`src/rtl/cp_s1_read_ram.sv`:
```
// Stage-1 RAM frame reader: issues DATA_NUM reads and streams them out through a credit-controlled FWFT FIFO.
// Optional sticky start-error flag when CP_S1_RD_START_ERR_EN is defined.
module cp_s1_read_ram #(
   parameter int RD_LATENCY     = 2,
   parameter int READ_RAM_WIDTH = 128,
   parameter int ADDR_WIDTH     = 32,
   parameter int DATA_NUM       = 1024,
   parameter int INIT_ADDR      = 0,
   parameter int ADD_ADDR       = 16,
   parameter int FIFO_DEPTH     = 4
) (
   input  logic                      clk,
   input  logic                      rst_n,
   input  logic                      i_start,
   output logic                      o_m1_rd_en,
   output logic [ADDR_WIDTH-1:0]     o_m1_rd_addr,
   input  logic [READ_RAM_WIDTH-1:0] i_m1_rd_data,
   output logic [READ_RAM_WIDTH-1:0] o_data,
   output logic                      o_data_valid,
   input  logic                      i_data_ready,
   output logic                      o_data_last,
   output logic                      o_busy,
`ifdef CP_S1_RD_START_ERR_EN
   output logic                      o_start_err,
`endif
   output logic                      o_finish
);

   localparam int PTR_W = $clog2(FIFO_DEPTH);
   localparam int CNT_W = PTR_W + 1;
   localparam int RC_W  = $clog2(DATA_NUM) + 1;

   typedef enum logic [1:0] {
      S_IDLE,
      S_ISSUE,
      S_DRAIN,
      S_DONE
   } state_t;

   state_t                    state_q, state_d;
   logic [ADDR_WIDTH-1:0]     addr_q, addr_d;
   logic [RC_W-1:0]           rd_cnt_q, rd_cnt_d;
   logic [CNT_W-1:0]          credit_q, credit_d;
   logic [RD_LATENCY-1:0]     pipe_vld_q, pipe_vld_d;
   logic [RD_LATENCY-1:0]     pipe_last_q, pipe_last_d;
   logic [CNT_W-1:0]          wr_ptr_q, wr_ptr_d;
   logic [CNT_W-1:0]          rd_ptr_q, rd_ptr_d;
   logic [READ_RAM_WIDTH:0]   fifo_mem_q [FIFO_DEPTH];

   logic                      fifo_empty;
   logic                      pop;
   logic                      push;
   logic                      rd_en;
   logic                      is_last_rd;
   logic [READ_RAM_WIDTH:0]   head_word;

   // FIFO status and the credit check; credit_q = reads in flight + words buffered
   always_comb begin
      fifo_empty = (wr_ptr_q == rd_ptr_q);
      pop        = !fifo_empty && i_data_ready;
      push       = pipe_vld_q[RD_LATENCY-1];
      is_last_rd = (rd_cnt_q == RC_W'(DATA_NUM - 1));
      rd_en      = (state_q == S_ISSUE) &&
                   ((credit_q - CNT_W'(pop)) < CNT_W'(FIFO_DEPTH));
      credit_d   = credit_q + CNT_W'(rd_en) - CNT_W'(pop);
      head_word  = fifo_mem_q[rd_ptr_q[PTR_W-1:0]];
   end

   always_comb begin
      pipe_vld_d     = '0;
      pipe_last_d    = '0;
      pipe_vld_d[0]  = rd_en;
      pipe_last_d[0] = rd_en && is_last_rd;
      for (int i = 1; i < RD_LATENCY; i++) begin
         pipe_vld_d[i]  = pipe_vld_q[i-1];
         pipe_last_d[i] = pipe_last_q[i-1];
      end
      wr_ptr_d = push ? wr_ptr_q + CNT_W'(1) : wr_ptr_q;
      rd_ptr_d = pop  ? rd_ptr_q + CNT_W'(1) : rd_ptr_q;
   end

   // Frame sequencing: address/count reload on start, advance on every issued read
   always_comb begin
      state_d  = state_q;
      addr_d   = addr_q;
      rd_cnt_d = rd_cnt_q;
      unique case (state_q)
         S_IDLE: begin
            if (i_start) begin
               state_d  = S_ISSUE;
               addr_d   = ADDR_WIDTH'(INIT_ADDR);
               rd_cnt_d = '0;
            end
         end
         S_ISSUE: begin
            if (rd_en) begin
               addr_d   = addr_q + ADDR_WIDTH'(ADD_ADDR);
               rd_cnt_d = rd_cnt_q + RC_W'(1);
               if (is_last_rd) begin
                  state_d = S_DRAIN;
               end
            end
         end
         S_DRAIN: begin
            if (pop && head_word[READ_RAM_WIDTH]) begin
               state_d = S_DONE;
            end
         end
         S_DONE: begin
            state_d = S_IDLE;
         end
         default: begin
            state_d = S_IDLE;
         end
      endcase
   end

   always_ff @(posedge clk or negedge rst_n) begin
      if (!rst_n) begin
         state_q     <= S_IDLE;
         addr_q      <= ADDR_WIDTH'(INIT_ADDR);
         rd_cnt_q    <= '0;
         credit_q    <= '0;
         pipe_vld_q  <= '0;
         pipe_last_q <= '0;
         wr_ptr_q    <= '0;
         rd_ptr_q    <= '0;
      end else begin
         state_q     <= state_d;
         addr_q      <= addr_d;
         rd_cnt_q    <= rd_cnt_d;
         credit_q    <= credit_d;
         pipe_vld_q  <= pipe_vld_d;
         pipe_last_q <= pipe_last_d;
         wr_ptr_q    <= wr_ptr_d;
         rd_ptr_q    <= rd_ptr_d;
      end
   end

   // Storage needs no reset: pointers define validity and the output is gated when empty
   always_ff @(posedge clk) begin
      if (push) begin
         fifo_mem_q[wr_ptr_q[PTR_W-1:0]] <= {pipe_last_q[RD_LATENCY-1], i_m1_rd_data};
      end
   end

`ifdef CP_S1_RD_START_ERR_EN
   logic start_err_q, start_err_d;

   always_comb begin
      start_err_d = start_err_q || (i_start && (state_q != S_IDLE));
   end

   always_ff @(posedge clk or negedge rst_n) begin
      if (!rst_n) begin
         start_err_q <= 1'b0;
      end else begin
         start_err_q <= start_err_d;
      end
   end

   assign o_start_err = start_err_q;
`endif

   always_comb begin
      o_m1_rd_en   = rd_en;
      o_m1_rd_addr = addr_q;
      o_data_valid = !fifo_empty;
      o_data       = fifo_empty ? '0 : head_word[READ_RAM_WIDTH-1:0];
      o_data_last  = !fifo_empty && head_word[READ_RAM_WIDTH];
      o_busy       = (state_q == S_ISSUE) || (state_q == S_DRAIN);
      o_finish     = (state_q == S_DONE);
   end

endmodule

```
`config.mk`:
```
export PLATFORM = sky130hd
export DESIGN_NAME = cp_s1_read_ram
export DESIGN_NICKNAME = d
export VERILOG_FILES = /design/src/rtl/cp_s1_read_ram.sv
export SDC_FILE = /design/constraint.sdc
export NUM_CORES = 1
export LEC_CHECK = 0
export ABC_AREA = 1
export BUFFER_PORTS_ARGS = -buffer_cell sky130_fd_sc_hd__clkbuf_2
export CAP_MARGIN = 20
export CELL_PAD_IN_SITES_DETAIL_PLACEMENT = 2
export CELL_PAD_IN_SITES_GLOBAL_PLACEMENT = 2
export CORE_UTILIZATION = 31
export CTS_CLUSTER_DIAMETER = 150
export DETAILED_ROUTE_END_ITERATION = 6
export PLACE_DENSITY = 0.77
export SLEW_MARGIN = 15
export SYNTH_ARGS = -nofsm -noshare
export SYNTH_HDL_FRONTEND = slang
export SYNTH_SLANG_ARGS = --single-unit
```
`constraint.sdc`:
```
create_clock -name clk -period 7.16 [get_ports clk]
set_clock_uncertainty 0.2 [all_clocks]
set_input_delay 1.074 -clock clk [delete_from_list [all_inputs] [get_ports clk]]
set_output_delay 1.074 -clock clk [all_outputs]
set_load 0.02 [all_outputs]
```
==> impl_metrics.csv, run 1 <==
group,metric,value,unit
die,pin_count,297,
die,dieArea,77700,sq um
sta,tightest_slew,1.10,ns
drt,drt_iter0_markers,917,
final_layout,seqCellArea,16900,sq um
worst_setup_path,crit_top_cell,"nand2_1",
die,core_area,75800,sq um
die,start_util,31.3,%
outcome,status,"finished clean",
worst_setup_path,reg2regPathDepth,17,
final_layout,syn_to_final_growth,18.0,%
sta,slew-limit-headroom,26.5,%
worst_setup_path,slowest_stage,"dfrtp_4",
synthesis,synthAdderAreaFrac,0.875,%
hold_path,min_path_cells,0,
worst_setup_path,worstPathMaxFanout,63,
drt,viasPerCell,4.97,
synthesis,synth_area_leaders,"edfxtp_1 65%, nor2_1 9.1%, dfrtp_1 5.7%, o21ai_0 5.3%, a21oi_2 4.1%",
synthesis,syn_area_per_cell,11.9,sq um
sta,hold_violations,0,
clock_tree,clock_path_buffers,3,
sta,slew_viol_final,0,
synthesis,synthCells,1990,
clock_tree,numClockSinks,570,
final_layout,post-route-util,36.9,%
synthesis,yosysSeqAreaShare,71.0,%
synthesis,yosysTopAreaCell,"edfxtp_1",
final_layout,drive_above_1_share,22.9,%
placement,io_buffers,292,
placement,place_congestion,0.774,
final_layout,multi_input_area,6030,sq um
worst_setup_path,reg2reg_to,"o_m1_rd_addr[15]$_DFFE_PN0P_",
hold_path,min_path_type,"flop to flop",
clock_tree,hold_buffers,0,
placement,placed_cell_area,25900,sq um
worst_setup_path,path_class,"flop to primary output",
clock_tree,post_cts_resized,0,
clock_tree,cts_tree,"built",
synthesis,ys_types,37,
synthesis,synth_area,23700,sq um
clock_tree,clock_latency,0.60,ns
synthesis,synth_warnings,0,
sta,period_minus_slack,5.37,ns
hold_path,worstHoldStart,"pipe_vld_q[0]$_DFF_PN0_",
synthesis,netlist.area_leader.share,65.3,%
pwr,power_density,452,nW/um^2
clock_tree,path_clk_slew,0.06,ns
synthesis,synth-xor-area-share,0.517,%
synthesis,ys_seq_elements,570,
drt,via_count,16400,
worst_setup_path,timing.rr.start,"rd_ptr_q[1]$_DFFE_PN0P_",
drt,wl_per_cell,22.1,microns
synthesis,yosys-mux-area-fraction,0,%
sta,setup_tns,0,ns
clock_tree,cts_setup_buffers,0,
worst_setup_path,path_cells,"inv_4, nand2_1, nand2_1, nand3_4, inv_6, buf_12, a21oi_1, clkbuf_2",
pwr,ir_drop,0.000223,V
global_routing,grt_pass1_wl,111000,microns
pwr,leakagePower,10.0,nW
synthesis,synth-edff-count,516,
sta,rsz0062_at_grt,"false",
worst_setup_path,endpoint_kind,"primary output",
worst_setup_path,max_stage_delay,0.79,ns
sta,fmax,186,MHz
synthesis,synth_compound_area_share,10.6,%
worst_setup_path,r2r_slack,2.48,ns
final_layout,nNetsFinal,2403,
sta,hold_slack,0.155,ns
final_layout,fillCellCount,7953,
placement,dp.cells,3164,
global_routing,antenna_found_initial,14,
drt,drt-total-wl,72900,microns
synthesis,synth_simple_gate_area_share,13.3,%
synthesis,synthFlopType,"edfxtp_1",
clock_tree,cts_root_buf,"clkbuf_16",
die,dieHeight,279,microns
worst_setup_path,critPathArrivalTime,4.10,ns
hold_path,whs_endpoint,"pipe_vld_q[1]$_DFF_PN0_",
sta,setup_viol,0,
worst_setup_path,startpoint_type,"flop",
die,rows,101,
clock_tree,htreeDepth,3,
global_routing,grtUsageTotal,18.8,%
global_routing,grt_pass1_vias,18200,
synthesis,synthArstFlopShare,9.47,%
drt,postRouteAntennaNets,0,
die,die_x,279,microns
worst_setup_path,cp_data_required_time,5.89,ns
drt,first_pass_iters,5,
drt,drc_errors,0,
sta,post-route-period-util,75.0,%
synthesis,synth_top_family_by_area,"simple AND/OR/NAND/NOR gates",
placement,place_hpwl,44100,microns
final_layout,instances_no_fill,3291,
global_routing,grt-ovfl-total,0,
clock_tree,cts_buffers,66,
final_layout,final_cell_area,28000,sq um
run,maxCapViolations,0,
global_routing,grt_start_max_net_pins,107,
-- how the worst max path moves through the flow --
stage	from	to	slack (ns)	depth (start not counted)
after floorplan	wr_ptr_q[0]$_DFFE_PN0P_	fifo_mem_q[2][0]$_DFFE_PP_	3.26	4
after global placement	rd_ptr_q[1]$_DFFE_PN0P_	o_data[5]	2.38	8
after detailed placement	rd_ptr_q[1]$_DFFE_PN0P_	o_data_last	2.31	8
after CTS	rd_ptr_q[1]$_DFFE_PN0P_	o_data_last	1.63	8
after global routing	rd_ptr_q[1]$_DFFE_PN0P_	o_data_last	1.52	8
final	rd_ptr_q[1]$_DFFE_PN0P_	o_data_last	1.79	8
-- metrics by stage --
step | worst slack [ns] | power [W]
floorplan | 3.26 | 0.00784
global placement | 2.38 | 0.00939
detailed placement | 2.31 | 0.00959
CTS | 1.63 | 0.0129
global route | 1.52 | 0.0134
finish | 1.79 | 0.0127
-- where the power goes --
part,internal (W),total (W),switching [W]
sequential,0.00406,0.00434,0.000279
clock,0.00183,0.00319,0.00135
combinational,0.00143,0.00514,0.00371
total,0.00733,0.0127,0.00534
-- synthesized netlist by cell type (2+ instances only) --
| cell type | number |
|---|---|
| a21oi_1 | 22 |
| a21oi_2 | 110 |
| buf_1 | 6 |
| buf_2 | 47 |
| buf_4 | 5 |
| buf_6 | 5 |
| buf_8 | 10 |
| clkbuf_1 | 40 |
| dfrtp_1 | 54 |
| edfxtp_1 | 516 |
| ha_1 | 15 |
| inv_1 | 48 |
| inv_2 | 2 |
| nand2_1 | 170 |
| nand2_2 | 3 |
| nand3_1 | 36 |
| nand4_1 | 14 |
| nor2_1 | 575 |
| nor3_1 | 2 |
| o21ai_0 | 252 |
| o21ai_1 | 20 |
| o21bai_1 | 4 |
| o31ai_1 | 4 |
| or2_2 | 5 |
| xnor2_1 | 5 |
| xor2_1 | 9 |
-- worst max-delay path, delay by kind of cell (launching register included) --
kind	cells	cell delay, ns
AOI/OAI and AO/OA	1	0.10
buffers and inverters	4	1.99
DFF	1	0.79
and+or+nand+nor	3	0.42
-- layout by cell type (no fill, tap or decap), types with 5 or more instances in the layout --
master,n
dfrtp_1,52
nand4_1,14
ha_1,15
inv_6,7
or2_2,5
inv_1,44
buf_4,14
diode_2,8
nor2_1,575
clkinv_1,15
clkbuf_16,67
o21ai_1,20
nand3_1,36
xnor2_1,5
o21ai_0,252
clkinv_2,11
clkbuf_1,14
a21oi_2,110
edfxtp_1,516
a21oi_1,22
nand2_1,170
xor2_1,9
clkbuf_2,292
-- layout make-up --
class / count / area share [%]
Antenna cell: 8 / 0.0715
Clock buffer: 81 / 6.18
Clock inverter: 37 / 1.06
Inverter: 51 / 0.800
Multi-Input combinational cell: 1258 / 21.5
Sequential cell: 570 / 60.2
Tap cell: 978 / 4.37
Timing Repair Buffer: 308 / 5.77
-- logic make-up after synthesis --
family | Yosys count
DFF | 570
buffers and inverters | 165
and+or+nand+nor | 809
xor gates and xnor gates | 14
other | 1
AOI/OAI and AO/OA | 415
adders and majority gates | 16
-- registers in the layout (all words and copies together), names as in the netlist --
signal / count
rd_cnt_q: 11
wr_ptr_q: 3
credit_q: 3
fifo_mem_q: 516
pipe_vld_q: 2
rd_ptr_q: 3
state_q: 2
pipe_last_q: 2
o_m1_rd_addr: 28
-- layer usage --
metal | vias up | wire (microns) | global-route usage (%)
li1 | 7447 | - | -
met5 | - | 101 | 0
met3 | 123 | 3770 | 4.07
met1 | 8407 | 29700 | 22.3
met4 | 16 | 2080 | 7.07
met2 | 358 | 37300 | 33.0
Note: power is estimated with default switching activity, not from simulation.
==> inputs of run 2 (changes only) <==
Settings changed: ABC_AREA 1 to 0, PLACE_DENSITY 0.77 to 0.73.
Clock period 7.16 ns to 4.6 ns, I/O delays scaled along.
==> impl_metrics.csv, run 2 <==
group,metric,value,unit
outcome,status,"finished clean",
worst_setup_path,slowest_stage,"buf_4",
synthesis,synthFlopType,"edfxtp_1",
worst_setup_path,timing.rr.start,"rd_ptr_q[0]$_DFFE_PN0P_",
drt,wl_per_cell,23.9,microns
worst_setup_path,critPathArrivalTime,3.07,ns
sta,slew_viol_final,0,
clock_tree,clock_latency,0.61,ns
clock_tree,numClockSinks,570,
drt,drt-total-wl,58300,microns
pwr,switching_share,35.9,%
clock_tree,cts_buffers,60,
final_layout,nNetsFinal,1594,
synthesis,synth_area_leaders,"edfxtp_1 70%, mux4_2 13%, dfrtp_1 6.1%, and2_1 3.8%, ha_1 0.84%",
global_routing,grt_pass1_vias,13200,
pwr,pwr-share-seq,35.5,%
sta,fmax,253,MHz
synthesis,synth-edff-count,516,
synthesis,syn_area_per_cell,19.8,sq um
clock_tree,clock_path_buffers,3,
global_routing,grt-ovfl-total,0,
sta,rsz0062_at_grt,"false",
sta,tightest_slew,1.12,ns
pwr,ir_drop,0.000486,V
synthesis,synth_warnings,0,
global_routing,grt_start_max_net_pins,132,
sta,post-route-period-util,86.0,%
synthesis,ys_types,42,
global_routing,antenna_found_initial,16,
synthesis,netlist.area_leader.share,69.5,%
final_layout,drive_above_1_share,36.2,%
pwr,clockPowerShare,26.5,%
die,pin_count,297,
placement,dp.cells,2323,
die,die_x,270,microns
pwr,power_density,692,nW/um^2
drt,via_count,11700,
die,core_area,70600,sq um
pwr,leakagePower,9.42,nW
worst_setup_path,worstPathMaxFanout,71,
final_layout,final_cell_mix,"516 x edfxtp_1, 292 x clkbuf_2, 132 x and2_1",
clock_tree,path_clk_slew,0.06,ns
pwr,p_int,0.0120,W
global_routing,grt_pass1_wl,87600,microns
global_routing,grtUsageTotal,16.0,%
worst_setup_path,critPathLaunch,"rd_ptr_q[0]$_DFFE_PN0P_",
synthesis,yosysSeqAreaShare,75.6,%
final_layout,mostFrequentLayoutCell,"edfxtp_1",
drt,drc_errors,0,
die,rows,97,
placement,place_hpwl,37200,microns
drt,postRouteAntennaNets,0,
final_layout,instances_no_fill,2442,
placement,io_buffers,292,
sta,setup_tns,0,ns
worst_setup_path,crit_top_cell,"buf_4",
drt,viasPerCell,4.80,
sta,setup_viol,0,
pwr,switchingPower,0.00671,W
worst_setup_path,endpoint_kind,"primary output",
synthesis,yosysTopAreaCell,"edfxtp_1",
synthesis,ys_seq_elements,570,
die,start_util,31.5,%
final_layout,largest_reg_flops,516,
synthesis,synthTopCellsByCount,"516 x edfxtp_1, 136 x and2_1, 129 x mux4_2",
run,maxCapViolations,0,
worst_setup_path,r2r_slack,1.04,ns
worst_setup_path,max_stage_delay,0.62,ns
synthesis,synthMostInstantiatedCell,"edfxtp_1",
clock_tree,cts_tree,"built",
hold_path,min_path_type,"input pin to flop",
worst_setup_path,path_cells,"xnor2_1, nand3_4, buf_4, buf_4, and2_1, clkbuf_2",
final_layout,syn_to_final_growth,21.1,%
placement,place_congestion,0.754,
sta,hold_violations,0,
pwr,comb_power_share,38.0,%
final_layout,post-route-util,38.2,%
synthesis,synthCells,1123,
clock_tree,htreeDepth,2,
drt,first_pass_iters,4,
synthesis,synth_area,22300,sq um
hold_path,worstHoldStart,"i_m1_rd_data[12]",
worst_setup_path,startpoint_type,"flop",
worst_setup_path,path_class,"flop to primary output",
die,dieHeight,270,microns
clock_tree,post_cts_resized,0,
die,dieArea,73000,sq um
synthesis,synthArstFlopShare,9.47,%
sta,period_minus_slack,3.96,ns
sta,hold_slack,0.0859,ns
sta,slew-limit-headroom,25.2,%
drt,drt_iter0_markers,663,
clock_tree,cts_root_buf,"clkbuf_16",
worst_setup_path,cp_data_required_time,3.71,ns
==> run 2: metrics by stage <==
| stage | cell area [sq um] | setup slack [ns] | total power (W) |
|---|---|---|---|
| 2_1_floorplan | 22300 | 0.294 | 0.0114 |
| 3_3_place_gp | 25000 | 1.12 | 0.0138 |
| 3_5_place_dp | 25000 | 1.03 | 0.0140 |
| 4_1_cts | 27000 | 0.491 | 0.0191 |
| 5_1_grt | 27000 | 0.394 | 0.0196 |
| 6_report | 27000 | 0.643 | 0.0187 |
==> run 2: power groups by stage <==
stage	Clock, W	Combinational [W]	Sequential [W]
final	0.00495	0.00711	0.00663
after global routing	0.00526	0.00767	0.00669
after CTS	0.00511	0.00731	0.00664
after detailed placement	0	0.00728	0.00674
after global placement	0	0.00711	0.00665
after floorplan	0	0.00469	0.00672
==> run 2: cells by family (layout without fill, tap and decap cells) <==
kind of cell	after synthesis	after routing	share of synthesized area [%]
AOI/OAI and AO/OA	49	49	1.38
xor gates and xnor gates	23	23	0.904
adders and majority gates	16	16	0.932
buffers and inverters	74	446	1.41
DFF	570	570	75.6
muxes	135	135	13.3
other	1	8	0.0168
and+or+nand+nor	255	255	6.43
==> run 2: path summary, 6_finish.rpt <==
check | end | depth (start not counted)
setup / recovery | o_data[10] | 6
hold / removal | fifo_mem_q[1][12]$_DFFE_PP_ | 1
setup reg to reg | o_m1_rd_addr[30]$_DFFE_PN0P_ | 11
hold reg to reg | pipe_vld_q[1]$_DFF_PN0_ | 0
max in group asynchronous | rd_ptr_q[1]$_DFFE_PN0P_ | 3
min in group asynchronous | o_m1_rd_addr[10]$_DFFE_PN0P_ | 2
==> run 2: worst max-delay path, delay by kind of cell (launching register included) <==
kind	cells	cell delay, ns
XOR/XNOR	1	0.18
flip-flops	1	0.50
AND/OR/NAND/NOR	2	0.37
buffers and inverters	3	1.36
==> run 2: timing repair <==
action	4_1_cts	5_1_grt
hold buffers	1	0
hold endpoints to repair	13	0
setup buffers	0	0
==> run 2: cell type report <==
class,instances,area (sq um)
Antenna cell,4,10.0
Clock buffer,77,1600
Clock inverter,37,410
Fill cell,6893,43600
Inverter,15,56.3
Multi-Input combinational cell,482,5160
Sequential cell,570,16900
Tap cell,940,1180
Timing Repair Buffer,317,1730
==> run 2: metal layers <==
layer  up-vias  share of wire, %  GRT usage, %
met4        26               1.6          3.48
li1       5103                 -             -
met2       303                51          28.2
met5         -              0.26             0
met3        94               7.0          4.88
met1      6196                40          19.1
==> inputs of run 3 (changes only) <==
Settings changed: CELL_PAD_IN_SITES_DETAIL_PLACEMENT 2 to 0, CELL_PAD_IN_SITES_GLOBAL_PLACEMENT 2 to 1, PLACE_DENSITY 0.73 to 0.67.
==> impl_metrics.csv, run 3 (same netlist as run 2, synthesis figures left out) <==
group,metric,value,unit
outcome,status,"finished clean",
worst_setup_path,reg2reg_to,"o_m1_rd_addr[23]$_DFFE_PN0P_",
drt,drt-total-wl,48000,microns
drt,viasPerCell,4.67,
drt,drt_iter0_markers,730,
placement,dp.cells,2318,
hold_path,min_path_type,"input pin to flop",
clock_tree,cts_setup_buffers,0,
pwr,comb_power_share,37.8,%
sta,rsz0062_at_grt,"false",
final_layout,final_cell_mix,"516 x edfxtp_1, 292 x clkbuf_2, 132 x and2_1",
clock_tree,htreeDepth,2,
clock_tree,path_clk_slew,0.06,ns
placement,io_buffers,292,
die,start_util,31.5,%
worst_setup_path,startpoint_type,"flop",
placement,place_congestion,0.723,
final_layout,fillCellCount,6528,
pwr,ir_drop,0.000435,V
worst_setup_path,r2r_slack,1.03,ns
hold_path,worstHoldStart,"i_m1_rd_data[109]",
drt,drc_errors,0,
drt,via_count,11400,
global_routing,grtUsageTotal,13.2,%
pwr,leakagePower,9.36,nW
sta,tightest_slew,0.995,ns
final_layout,seqCellArea,16900,sq um
die,die_x,270,microns
pwr,clockPowerShare,25.8,%
worst_setup_path,path_class,"flop to primary output",
placement,placed_cell_area,24900,sq um
clock_tree,clock_path_buffers,3,
die,dieArea,73000,sq um
final_layout,post-route-util,38.0,%
worst_setup_path,worstPathMaxFanout,83,
final_layout,final_cell_area,26900,sq um
drt,first_pass_iters,5,
global_routing,grt_use_met3,3.15,%
drt,postRouteAntennaNets,0,
die,rows,97,
global_routing,grt-ovfl-total,0,
clock_tree,cts_tree,"built",
sta,period_minus_slack,4.03,ns
pwr,p_int,0.0117,W
sta,setup_viol,0,
global_routing,antenna_found_initial,4,
final_layout,instances_no_fill,2434,
global_routing,grt_pass1_vias,12100,
final_layout,multi_input_area,5160,sq um
hold_path,min_path_cells,1,
sta,hold_violations,0,
global_routing,grt.busiest_layer,"met2",
final_layout,drive_above_1_share,36.3,%
sta,slew-limit-headroom,33.6,%
global_routing,grt_start_max_net_pins,132,
pwr,switching_share,35.4,%
sta,post-route-period-util,87.6,%
final_layout,mostFrequentLayoutCell,"edfxtp_1",
worst_setup_path,timing.rr.start,"rd_ptr_q[0]$_DFFE_PN0P_",
sta,setup_tns,0,ns
placement,place_hpwl,28300,microns
pwr,p_total,0.0181,W
worst_setup_path,cp_data_required_time,3.71,ns
global_routing,use_met2,21.6,%
pwr,pwr-share-seq,36.4,%
clock_tree,clock_latency,0.62,ns
hold_path,whs_endpoint,"fifo_mem_q[0][109]$_DFFE_PP_",
clock_tree,cts_buffers,60,
final_layout,largest_reg_flops,516,
die,dieHeight,270,microns
final_layout,nNetsFinal,1589,
sta,slew_viol_final,0,
sta,fmax,248,MHz
worst_setup_path,reg2regPathDepth,10,
die,core_area,70600,sq um
pwr,switchingPower,0.00643,W
run,maxCapViolations,0,
die,pin_count,297,
clock_tree,numClockSinks,570,
clock_tree,cts_root_buf,"clkbuf_16",
pwr,power_density,676,nW/um^2
final_layout,syn_to_final_growth,20.5,%
global_routing,use_met1,17.6,%
worst_setup_path,endpoint_kind,"primary output",
global_routing,grt_pass1_wl,73900,microns
worst_setup_path,critPathArrivalTime,3.14,ns
drt,wl_per_cell,19.7,microns
[run 3: cell types whose count changed in the layout (fill, tap and decap cells not counted), moves of 2 or more]
cell | before | now
clkinv_2 | 7 | 14
buf_4 | 18 | 14
bufinv_16 | 8 | 4
clkinv_1 | 16 | 12
clkbuf_1 | 15 | 12
clkbuf_8 | 1 | 3
clkinv_16 | 0 | 2
[run 3: worst max-delay path by stage]
| stage | startpoint | end | slack [ns] | cells past startpoint |
|---|---|---|---|---|
| after floorplan | wr_ptr_q[0]$_DFFE_PN0P_ | fifo_mem_q[2][0]$_DFFE_PP_ | 0.29 | 3 |
| after global placement | rd_ptr_q[0]$_DFFE_PN0P_ | o_m1_rd_addr[23]$_DFFE_PN0P_ | 1.06 | 10 |
| after detailed placement | rd_ptr_q[0]$_DFFE_PN0P_ | o_m1_rd_addr[23]$_DFFE_PN0P_ | 1.03 | 10 |
| after CTS | rd_ptr_q[0]$_DFFE_PN0P_ | o_data[2] | 0.45 | 6 |
| after global routing | rd_ptr_q[0]$_DFFE_PN0P_ | o_data[57] | 0.28 | 6 |
| final | rd_ptr_q[0]$_DFFE_PN0P_ | o_data[84] | 0.57 | 6 |
[run 3: area by class of cell]
| class | count | share of cell area [%] |
|---|---|---|
| inverters | 15 | 0.210 |
| flip-flops and latches | 570 | 62.7 |
| well taps | 940 | 4.38 |
| diodes | 4 | 0.0373 |
| repair buffers | 312 | 6.24 |
| clock buffers | 75 | 5.91 |
| clock inverters | 36 | 1.28 |
| multi-input cells | 482 | 19.2 |
[run 3: layer usage]
layer | routed length, microns | up-vias | part of all wire, %
met2 | 23300 | 293 | 49
met5 | 27 | - | 0.056
li1 | - | 5105 | -
met3 | 2730 | 80 | 5.7
met4 | 1120 | 4 | 2.3
met1 | 20800 | 5885 | 43
[run 3: worst max-delay path, cell delays in order, from the launching register on]
cell and delay [ns]:
dfrtp_4 0.59, xnor2_1 0.20, nand3_4 0.10, buf_4 0.73, buf_4 0.47, and2_1 0.20, clkbuf_2 0.17
[run 3: through the flow]
| step | hold WS (ns) | setup slack [ns] |
|---|---|---|
| 2_1_floorplan | 0.131 | 0.294 |
| 3_3_place_gp | 0.137 | 1.06 |
| 3_5_place_dp | 0.147 | 1.03 |
| 4_1_cts | 0.0201 | 0.445 |
| 5_1_grt | 0.0319 | 0.281 |
| 6_report | 0.0712 | 0.570 |
[run 3: power by group through the flow]
stage	clock network, W	registers [W]	logic [W]
3_5_place_dp	0	0.00671	0.00705
4_1_cts	0.00483	0.00661	0.00707
6_report	0.00469	0.00660	0.00686
5_1_grt	0.00503	0.00666	0.00745
3_3_place_gp	0	0.00667	0.00703
2_1_floorplan	0	0.00672	0.00469
[run 3: timing repair]
| item | 4_1_cts | 5_1_grt |
|---|---|---|
| gates resized for setup | 0 | 0 |
| hold buffers | 1 | 0 |
| hold endpoints to repair | 23 | 0 |
